--- config.mk ---
export PLATFORM = sky130hd
export DESIGN_NAME = uart_tx_periph_flat
export DESIGN_NICKNAME = d
export VERILOG_FILES = /design/src/rtl/uart_tx_periph_if.sv /design/src/rtl/uart_tx_periph.sv /design/src/flat_wrapper.sv
export SDC_FILE = /design/constraint.sdc
export NUM_CORES = 1
export LEC_CHECK = 0
export BUFFER_PORTS_ARGS = -buffer_cell sky130_fd_sc_hd__buf_2
export CELL_PAD_IN_SITES_DETAIL_PLACEMENT = 0
export CELL_PAD_IN_SITES_GLOBAL_PLACEMENT = 1
export CORE_UTILIZATION = 44
export DETAILED_ROUTE_END_ITERATION = 10
export GPL_TIMING_DRIVEN = 0
export MAX_ROUTING_LAYER = met4
export PLACE_DENSITY_LB_ADDON = 0.05
export SLEW_MARGIN = 30
export SYNTH_ARGS = -nofsm -noshare
export SYNTH_HDL_FRONTEND = slang
export SYNTH_SLANG_ARGS = --single-unit
--- constraint.sdc ---
create_clock -name clk -period 3.71 [get_ports clk]
set_input_delay 0.742 -clock clk [delete_from_list [all_inputs] [get_ports clk]]
set_output_delay 0.742 -clock clk [all_outputs]
set_load 0.02 [all_outputs]
--- src/rtl/uart_tx_periph_if.sv ---
// Data-bus view of the UART transmitter: MEM-stage address/store data/strobes
// going in, decode hit and load data coming back.
interface uart_tx_periph_if;
    logic [31:0] addr;
    logic [31:0] wdata;
    logic        mem_write;
    logic        mem_read;
    logic        hit;
    logic [31:0] rdata;

    modport master (
        output addr, wdata, mem_write, mem_read,
        input  hit, rdata
    );

    modport slave (
        input  addr, wdata, mem_write, mem_read,
        output hit, rdata
    );
endinterface

--- src/rtl/uart_tx_periph.sv ---
// Memory-mapped 8N1 UART transmitter: TXDATA stores fill a small FIFO that an
// FSM drains LSB first onto tx; STATUS reports FIFO fill, overflow and busy.
module uart_tx_periph #(
    parameter int          CLKS_PER_BIT = 868,
    parameter int          FIFO_DEPTH   = 8,
    parameter logic [31:0] BASE_ADDR    = 32'h40000020
) (
    input  logic            clk,
    input  logic            reset,
    uart_tx_periph_if.slave bus,
    output logic            tx,
    output logic            tx_busy
);
    localparam int              AW          = $clog2(FIFO_DEPTH);
    localparam int              CW          = $clog2(CLKS_PER_BIT);
    localparam logic [31:0]     STATUS_ADDR = BASE_ADDR + 32'd4;
    localparam logic [AW:0]     DEPTH_C     = (AW+1)'(FIFO_DEPTH);
    localparam logic [CW-1:0]   BAUD_LAST   = CW'(CLKS_PER_BIT - 1);

    typedef enum logic [1:0] {S_IDLE, S_START, S_DATA, S_STOP} state_t;

    logic [7:0]    r_mem [FIFO_DEPTH];
    logic [AW-1:0] r_wptr;
    logic [AW-1:0] r_rptr;
    logic [AW:0]   r_count;
    logic          r_ovf;
    state_t        r_state;
    logic [CW-1:0] r_baud;
    logic [2:0]    r_bit;
    logic [7:0]    r_shift;
    logic          r_tx;

    logic          w_sel_tx;
    logic          w_sel_st;
    logic          w_wr_tx;
    logic          w_wr_st;
    logic          w_full;
    logic          w_empty;
    logic          w_pop;
    logic          w_push;
    logic          w_baud_done;
    logic [31:0]   w_status;
    logic          w_unused;

    // Word-aligned decode: the byte offset within the word is ignored.
    assign w_sel_tx    = (bus.addr[31:2] == BASE_ADDR[31:2]);
    assign w_sel_st    = (bus.addr[31:2] == STATUS_ADDR[31:2]);
    assign w_wr_tx     = bus.mem_write && w_sel_tx;
    assign w_wr_st     = bus.mem_write && w_sel_st;
    assign w_full      = (r_count == DEPTH_C);
    assign w_empty     = (r_count == '0);
    assign w_pop       = (r_state == S_IDLE) && !w_empty;
    assign w_push      = w_wr_tx && (!w_full || w_pop);
    assign w_baud_done = (r_baud == BAUD_LAST);
    assign w_unused    = ^{bus.wdata[31:8], bus.addr[1:0]};

    assign tx_busy   = (r_state != S_IDLE) || !w_empty;
    assign tx        = r_tx;
    assign w_status  = {24'b0, 4'(r_count), r_ovf, tx_busy, w_empty, w_full};
    assign bus.hit   = w_sel_tx || w_sel_st;
    assign bus.rdata = (w_sel_st && bus.mem_read) ? w_status : 32'b0;

    always_ff @(posedge clk) begin
        if (w_push) r_mem[r_wptr] <= bus.wdata[7:0];
    end

    always_ff @(posedge clk or negedge reset) begin
        if (!reset) begin
            r_wptr  <= '0;
            r_rptr  <= '0;
            r_count <= '0;
            r_ovf   <= 1'b0;
        end else begin
            if (w_push) r_wptr <= r_wptr + AW'(1);
            if (w_pop)  r_rptr <= r_rptr + AW'(1);
            if (w_push && !w_pop)      r_count <= r_count + (AW+1)'(1);
            else if (w_pop && !w_push) r_count <= r_count - (AW+1)'(1);
            // A store into a full FIFO is only lost when the FSM is not popping this cycle.
            if (w_wr_tx && w_full && !w_pop)      r_ovf <= 1'b1;
            else if (w_wr_st && bus.wdata[3])     r_ovf <= 1'b0;
        end
    end

    always_ff @(posedge clk or negedge reset) begin
        if (!reset) begin
            r_state <= S_IDLE;
            r_baud  <= '0;
            r_bit   <= '0;
            r_shift <= '0;
            r_tx    <= 1'b1;
        end else begin
            case (r_state)
                S_IDLE: begin
                    r_tx   <= 1'b1;
                    r_baud <= '0;
                    if (w_pop) begin
                        r_shift <= r_mem[r_rptr];
                        r_tx    <= 1'b0;
                        r_state <= S_START;
                    end
                end
                S_START: begin
                    if (w_baud_done) begin
                        r_baud  <= '0;
                        r_bit   <= '0;
                        r_tx    <= r_shift[0];
                        r_state <= S_DATA;
                    end else begin
                        r_baud <= r_baud + CW'(1);
                    end
                end
                S_DATA: begin
                    if (w_baud_done) begin
                        r_baud <= '0;
                        if (r_bit == 3'd7) begin
                            r_tx    <= 1'b1;
                            r_state <= S_STOP;
                        end else begin
                            r_shift <= r_shift >> 1;
                            r_tx    <= r_shift[1];
                            r_bit   <= r_bit + 3'd1;
                        end
                    end else begin
                        r_baud <= r_baud + CW'(1);
                    end
                end
                S_STOP: begin
                    if (w_baud_done) begin
                        r_baud  <= '0;
                        r_state <= S_IDLE;
                    end else begin
                        r_baud <= r_baud + CW'(1);
                    end
                end
                default: r_state <= S_IDLE;
            endcase
        end
    end
endmodule

--- src/flat_wrapper.sv ---
// flat-port wrapper written by rule: the top's interface ports become plain ports
module uart_tx_periph_flat 
#(
    parameter int          CLKS_PER_BIT = 868,
    parameter int          FIFO_DEPTH   = 8,
    parameter logic [31:0] BASE_ADDR    = 32'h40000020
)
  (clk, reset, tx, tx_busy, bus_addr, bus_wdata, bus_mem_write, bus_mem_read, bus_hit, bus_rdata);
  uart_tx_periph_if bus_i ();
  input  logic clk;
  input  logic reset;
  output logic tx;
  output logic tx_busy;
  input wire logic [$bits(bus_i.addr)-1:0] bus_addr;
  input wire logic [$bits(bus_i.wdata)-1:0] bus_wdata;
  input wire logic [$bits(bus_i.mem_write)-1:0] bus_mem_write;
  input wire logic [$bits(bus_i.mem_read)-1:0] bus_mem_read;
  output wire logic [$bits(bus_i.hit)-1:0] bus_hit;
  output wire logic [$bits(bus_i.rdata)-1:0] bus_rdata;
  assign bus_i.addr = bus_addr;
  assign bus_i.wdata = bus_wdata;
  assign bus_i.mem_write = bus_mem_write;
  assign bus_i.mem_read = bus_mem_read;
  assign bus_hit = bus_i.hit;
  assign bus_rdata = bus_i.rdata;
  uart_tx_periph #(.CLKS_PER_BIT(CLKS_PER_BIT), .FIFO_DEPTH(FIFO_DEPTH), .BASE_ADDR(BASE_ADDR)) u_core (.clk(clk), .reset(reset), .bus(bus_i), .tx(tx), .tx_busy(tx_busy));
endmodule
Word-level counts from Yosys, hierarchy flattened. Memory sizes are Yosys's and may differ from the RTL's. Cells that the tools add are included.

Shifts and indexed selects: 0. Equal/unequal tests: 14. Reductions and logical operators: 30. Multiplexer cells: 28. Div/mod/pow operators: 0. Add/sub/neg operators: 6. Bitwise logic cells: 0. $mul: 0. Magnitude comparators: 0.

Operators with widths (count): 30-bit by 29-bit == test with 1-bit output (second input constant) (2); 8-bit 2-to-1 mux (4); 10-bit case mux with 2 select lines (1); 8-bit case mux with 2 select lines (1); 10-bit by 1-bit adder with 10-bit output (second input constant) (1); 10-bit == test (second input constant) (1); 1-bit logical AND (10); 10-bit 2-to-1 mux (1); 2-bit 2-to-1 mux (5); 2-bit by 1-bit != test with 1-bit output (second input constant) (5); 2-bit nonzero test (5); 3-bit by 1-bit adder with 3-bit output (second input constant) (3); 3-bit 2-to-1 mux (3); 1-bit 2-to-1 mux (8); 4-bit 2-to-1 mux (2); 2-bit case mux with 4 select lines (1); 4-bit AND reduction (2); 3-bit case mux with 2 select lines (1); 5-bit AND reduction (1); 4-bit by 1-bit adder with 4-bit output (second input constant) (1); 2-bit == test (second input constant) (2); 4-bit == test (second input constant) (1); 1-bit zero test (4); 4-bit zero test (1); other kinds (10) (12).

Memories kept: 1. Input bits: 68. Bits in registers: 35. Latch bits: 0. Logic and storage cells: 88. Bits in read-only memories: 0. Memory bits (writable): 64. Output and inout bits: 35.

Memory list: u_core.r_mem (depth 8, width 8, read ports 1, clocked after Yosys merged registers in 0, wr ports 1, line uart_tx_periph.sv:22) `logic [7:0] r_mem [FIFO_DEPTH];`.

Depth between registers and ports, before layout.
Word-level depth: 9. Mapped depth: 11. Gate-level depth less buffers: 11.

Least setup slack after synthesis. OpenSTA, ideal clock, no wires.

Path kind: input to register. Start: in bus_addr[20]. End: reg u_core.r_count[3]. Data arrival time: 2.929 ns. Library setup time: 0.080 ns. Data required time: 3.630 ns. Setup slack: 0.701 ns. Path buffers: 1. Stages on the path: 11. Cells stage by stage: nor4_1 > nand4_1 > clkbuf_1 > nor4_1 > ha_1 > inv_1 > ha_1 > a21o_1 > a21oi_1 > mux2i_1 > xnor2_1.

Longest elaborated chain between the ends: 6. Elaborated cells on any way between the ends: 8. Those cells by class: eq/ne (1); mux (1); reduce/logical (6).

Ends and longest elaborated chain: start: declaration (line flat_wrapper.sv:14) `input wire logic [$bits(bus_i.addr)-1:0] bus_addr;`; 30-bit by 29-bit == test with 1-bit output (*) (line uart_tx_periph.sv:46) `assign w_sel_tx = (bus.addr[31:2] == BASE_ADDR[31:2]);`; 1-bit logical AND (*) (line uart_tx_periph.sv:48) `assign w_wr_tx = bus.mem_write && w_sel_tx;`; 1-bit logical AND (*) (line uart_tx_periph.sv:53) `assign w_push = w_wr_tx && (!w_full || w_pop);`; named net u_core.w_push (line uart_tx_periph.sv:40) `logic w_push;`; 1-bit zero test (line uart_tx_periph.sv:77) `else if (w_pop && !w_push) r_count <= r_count - (AW+1)'(1);`; 1-bit logical AND (line uart_tx_periph.sv:77); 2-bit nonzero test (no source line); end signal: assignment (line uart_tx_periph.sv:76) `if (w_push && !w_pop) r_count <= r_count + (AW+1)'(1);`; end signal: assignment (line uart_tx_periph.sv:77); end: declaration (line uart_tx_periph.sv:25) `logic [AW:0] r_count;`.

Mark *: on every way through the listed nets, which the timed path passes. The rest lies on a longest branch. A chain may end at the register's enable or synchronous reset.

Worst setup path in the final report.
Start: in bus_addr[23]. End: out bus_rdata[1].

Longest elaborated chain between the ends: 3.

Ends and longest elaborated chain: 30-bit by 29-bit == test with 1-bit output (line uart_tx_periph.sv:47) `assign w_sel_st = (bus.addr[31:2] == STATUS_ADDR[31:2]);`; 1-bit logical AND (line uart_tx_periph.sv:61) `assign bus.rdata = (w_sel_st && bus.mem_read) ? w_status : 32'b0;`; 8-bit 2-to-1 mux (line uart_tx_periph.sv:61); end: declaration (line flat_wrapper.sv:19) `output wire logic [$bits(bus_i.rdata)-1:0] bus_rdata;`.

No other way between the ends.

==> reports/qor.yml <==
floorplan:
  start_util: 0.456
  die_h_um: 106
  die_x_um: 106
  fp.dieArea_um2: 11200
  core_um2: 10400
  num_io_pins: 103
  row_count: 37
worst_setup_path:
  crit_top_cell: "buf_2"
  slowest_stage: "nor3_1"
  reg2reg_depth: 10
  startpoint_type: "input pin"
  required_ns: 2.97
  arrival_ns: 2.32
  endpoint_kind: "output port"
  worst-setup-path-type: "input pin to output port"
  cp_top_family: "simple AND/OR/NAND/NOR gates"
  crit_chain: "buf_2 > nor4_1 > nand4_1 > clkbuf_1 > nor3_1 > and2_1 > buf_2"
  max_stage_delay_ns: 0.44
  cp_num_buf_inv: 3
  critPathMaxFanout: 10
  cp.depth: 7
grt:
  met1_usage: 0.216
  grt_max_degree: 36
  grt_pass1_wl_mm: 13.8
  grt_pass1_vias: 2658
  gr-usage-all-layers: 0.171
  overflow: 0
  gr-usage-met3: 0.0386
  grt.busiest_layer: "met2"
  grt_use_met2: 0.281
  antenna_found_initial: 0
clock_network:
  htree_levels: 3
  numCtsBuffers: 9
  cts_resized: 0
  clock_latency_ns: 0.36
  clk_pin_slew_worst_paths_ns: 0.10
  cts_hold_buf: 0
  tritoncts: "yes"
  post-cts-setup-buffers: 0
  cts_root_buf: "clkbuf_8"
  clockBufferDepth: 2
  cts_sinks: 99
power_and_ir_drop:
  swShare: 0.222
  p_leak_nw: 2.19
  pwr_density_cell_nw_per_um2: 358
  ir_drop_mv: 0.336
  p_switching_mw: 0.439
  power.share.sequential: 0.596
  finalPower_mw: 1.97
  clkPwrFrac: 0.361
  intPower_mw: 1.53
  p_comb_frac: 0.043
synthesis:
  ys_seq_area_frac: 0.589
  synth_edf_count: 64
  yosysTopAreaCellShare: 0.404
  avgSynthCellArea_um2: 14.2
  netlist_instances: 335
  synth_cell_type_count: 48
  synth-seq-cells: 99
  async_flop_share: 0.354
  synthFlopType: "edfxtp_1"
  synth_area_leaders: "edfxtp_1, dfrtp_1, mux2_2"
  netlist.top_cell.by_area: "edfxtp_1"
  synth_area_um2: 4750
  yosysWarnings: 0
timing:
  rsz0062_at_grt: "no"
  tns_ns: 0
  fmax_mhz: 327
  period_needed_ns: 3.06
  setup_viol: 0
  finClkSkew_ns: 0.0118
  post-route-period-util: 0.825
  worst_pin_slew_ns: 0.865
  worst_slew_margin_rel: 0.422
  finalHoldViolations: 0
  drv_slew: 0
cells_and_area:
  stdcell_area_um2: 5520
  nNetsFinal: 506
  nFillCells: 912
  stdcell_count: 564
  area_delta_synth_final_pct: 16.1
  drive_gt1_frac: 0.334
  antennaDiodeCount: 0
  final_util: 0.529
  register_area_um2: 2800
  multiInputGateArea_um2: 1770
routing:
  drc: 0
  drtAntennaViolNets: 0
  wl_per_cell_um: 15.4
  first_pass_iters: 4
  vias_per_cell: 5.07
  drtIter0Drc: 139
  via_count: 2862
  wirelength_mm: 8.70
placement:
  dpl_cell_area_um2: 5310
  dp_hpwl_mm: 6.30
  place_inst: 549
  io_buffers: 52
  gp_congestion: 0.741
worst_hold_path:
  hold_class: "input pin to asynchronous set/reset pin"
outcome:
  status: "complete, no violations"
run:
  drv_cap: 0
metal layers:
metal  vias up  part of all wire
met2        76              0.50
met4         0             0.010
met3         7             0.041
met5         -                 0
li1       1393                 -
met1      1386              0.45
logic make-up (layout without fill, tap and decap cells):
family | Yosys count | count (layout) | share of synthesized area
XOR/XNOR | 15 | 15 | 0.0276
adder cells (fa/ha/maj) | 14 | 14 | 0.0384
multiplexers | 44 | 44 | 0.146
other | 1 | 24 | 0.000789
buffers and inverters | 47 | 117 | 0.0613
AO/OA/AOI/OAI | 24 | 24 | 0.0342
flip-flops | 99 | 99 | 0.589
AND/OR/NAND/NOR | 91 | 91 | 0.103
layout by cell type, fill, tap and decap left out, drive strengths merged, types with 2 or more instances in the layout:
cell type,n
inv,14
edfxtp,64
nor3b,3
mux2i,2
o41ai,2
buf,83
ha,13
a21oi,4
nand4,4
dfrtp,34
and4,2
nor2b,3
and2,7
xor2,9
a22o,3
o31ai,2
nand2,14
nor4b,2
xnor2,6
clkbuf,18
conb,24
nor4,13
nor3,4
mux4,16
nor2,21
nand3,7
mux2,26
and3,3
or2,3
o21ai,7
area by class of cell:
| cell class | instances | area share |
|---|---|---|
| plain buffers | 37 | 0.0461 |
| clock buffers | 9 | 0.0225 |
| clock inverters | 6 | 0.0143 |
| inverters | 10 | 0.00681 |
| multi-input cells | 212 | 0.321 |
| flip-flops and latches | 99 | 0.507 |
| well taps | 136 | 0.0309 |
| repair buffers | 55 | 0.0508 |
registers in the layout, indices dropped and copies added (netlist names):
register,cells
u_core.r_bit,3
u_core.r_shift,8
u_core.tx,1
u_core.r_rptr,3
u_core.r_state,2
u_core.r_ovf,1
u_core.r_count,4
u_core.r_baud,10
u_core.r_wptr,3
u_core.r_mem,64
stage by stage:
step,hold slack (ns),setup slack [ns]
after global placement,0.482,-0.265
after floorplan,0.446,0.701
final,0.472,0.650
after CTS,0.491,0.627
after detailed placement,0.482,0.279
after global routing,0.509,0.314
cell usage after synthesis, drive strengths merged, types with 3 or more instances:
cell type and n:
a21oi 4, a22o 3, and2 7, and3 3, buf 28, clkbuf 9
dfrtp 34, edfxtp 64, ha 13, inv 10, mux2 26, mux4 16
nand2 14, nand3 7, nand4 4, nor2 21, nor2b 3, nor3 4
nor3b 3, nor4 13, o21ai 7, or2 3, xnor2 6, xor2 9
power groups by stage:
stage | clock network, mW | logic [mW] | registers (mW)
6_report | 0.712 | 0.0853 | 1.17
5_1_grt | 0.773 | 0.0937 | 1.18
4_1_cts | 0.733 | 0.0853 | 1.17
3_5_place_dp | 0 | 0.0852 | 1.20
3_3_place_gp | 0 | 0.0831 | 1.20
2_1_floorplan | 0 | 0.0455 | 1.20
path summary, 6_finish.rpt:
check / startpoint / endpoint / slack, ns
setup / recovery: bus_addr[23] / bus_rdata[1] / 0.65
hold / removal: reset / u_core.r_bit[2] / 0.47
setup reg to reg: u_core.r_count[2] / u_core.r_count[3] / 0.73
hold reg to reg: u_core.r_baud[0] / u_core.r_baud[0] / 0.49
max in group asynchronous: reset / u_core.r_rptr[2] / 2.71
min in group clk: u_core.r_baud[0] / u_core.r_baud[0] / 0.49
(Power assumes the default switching activity.)
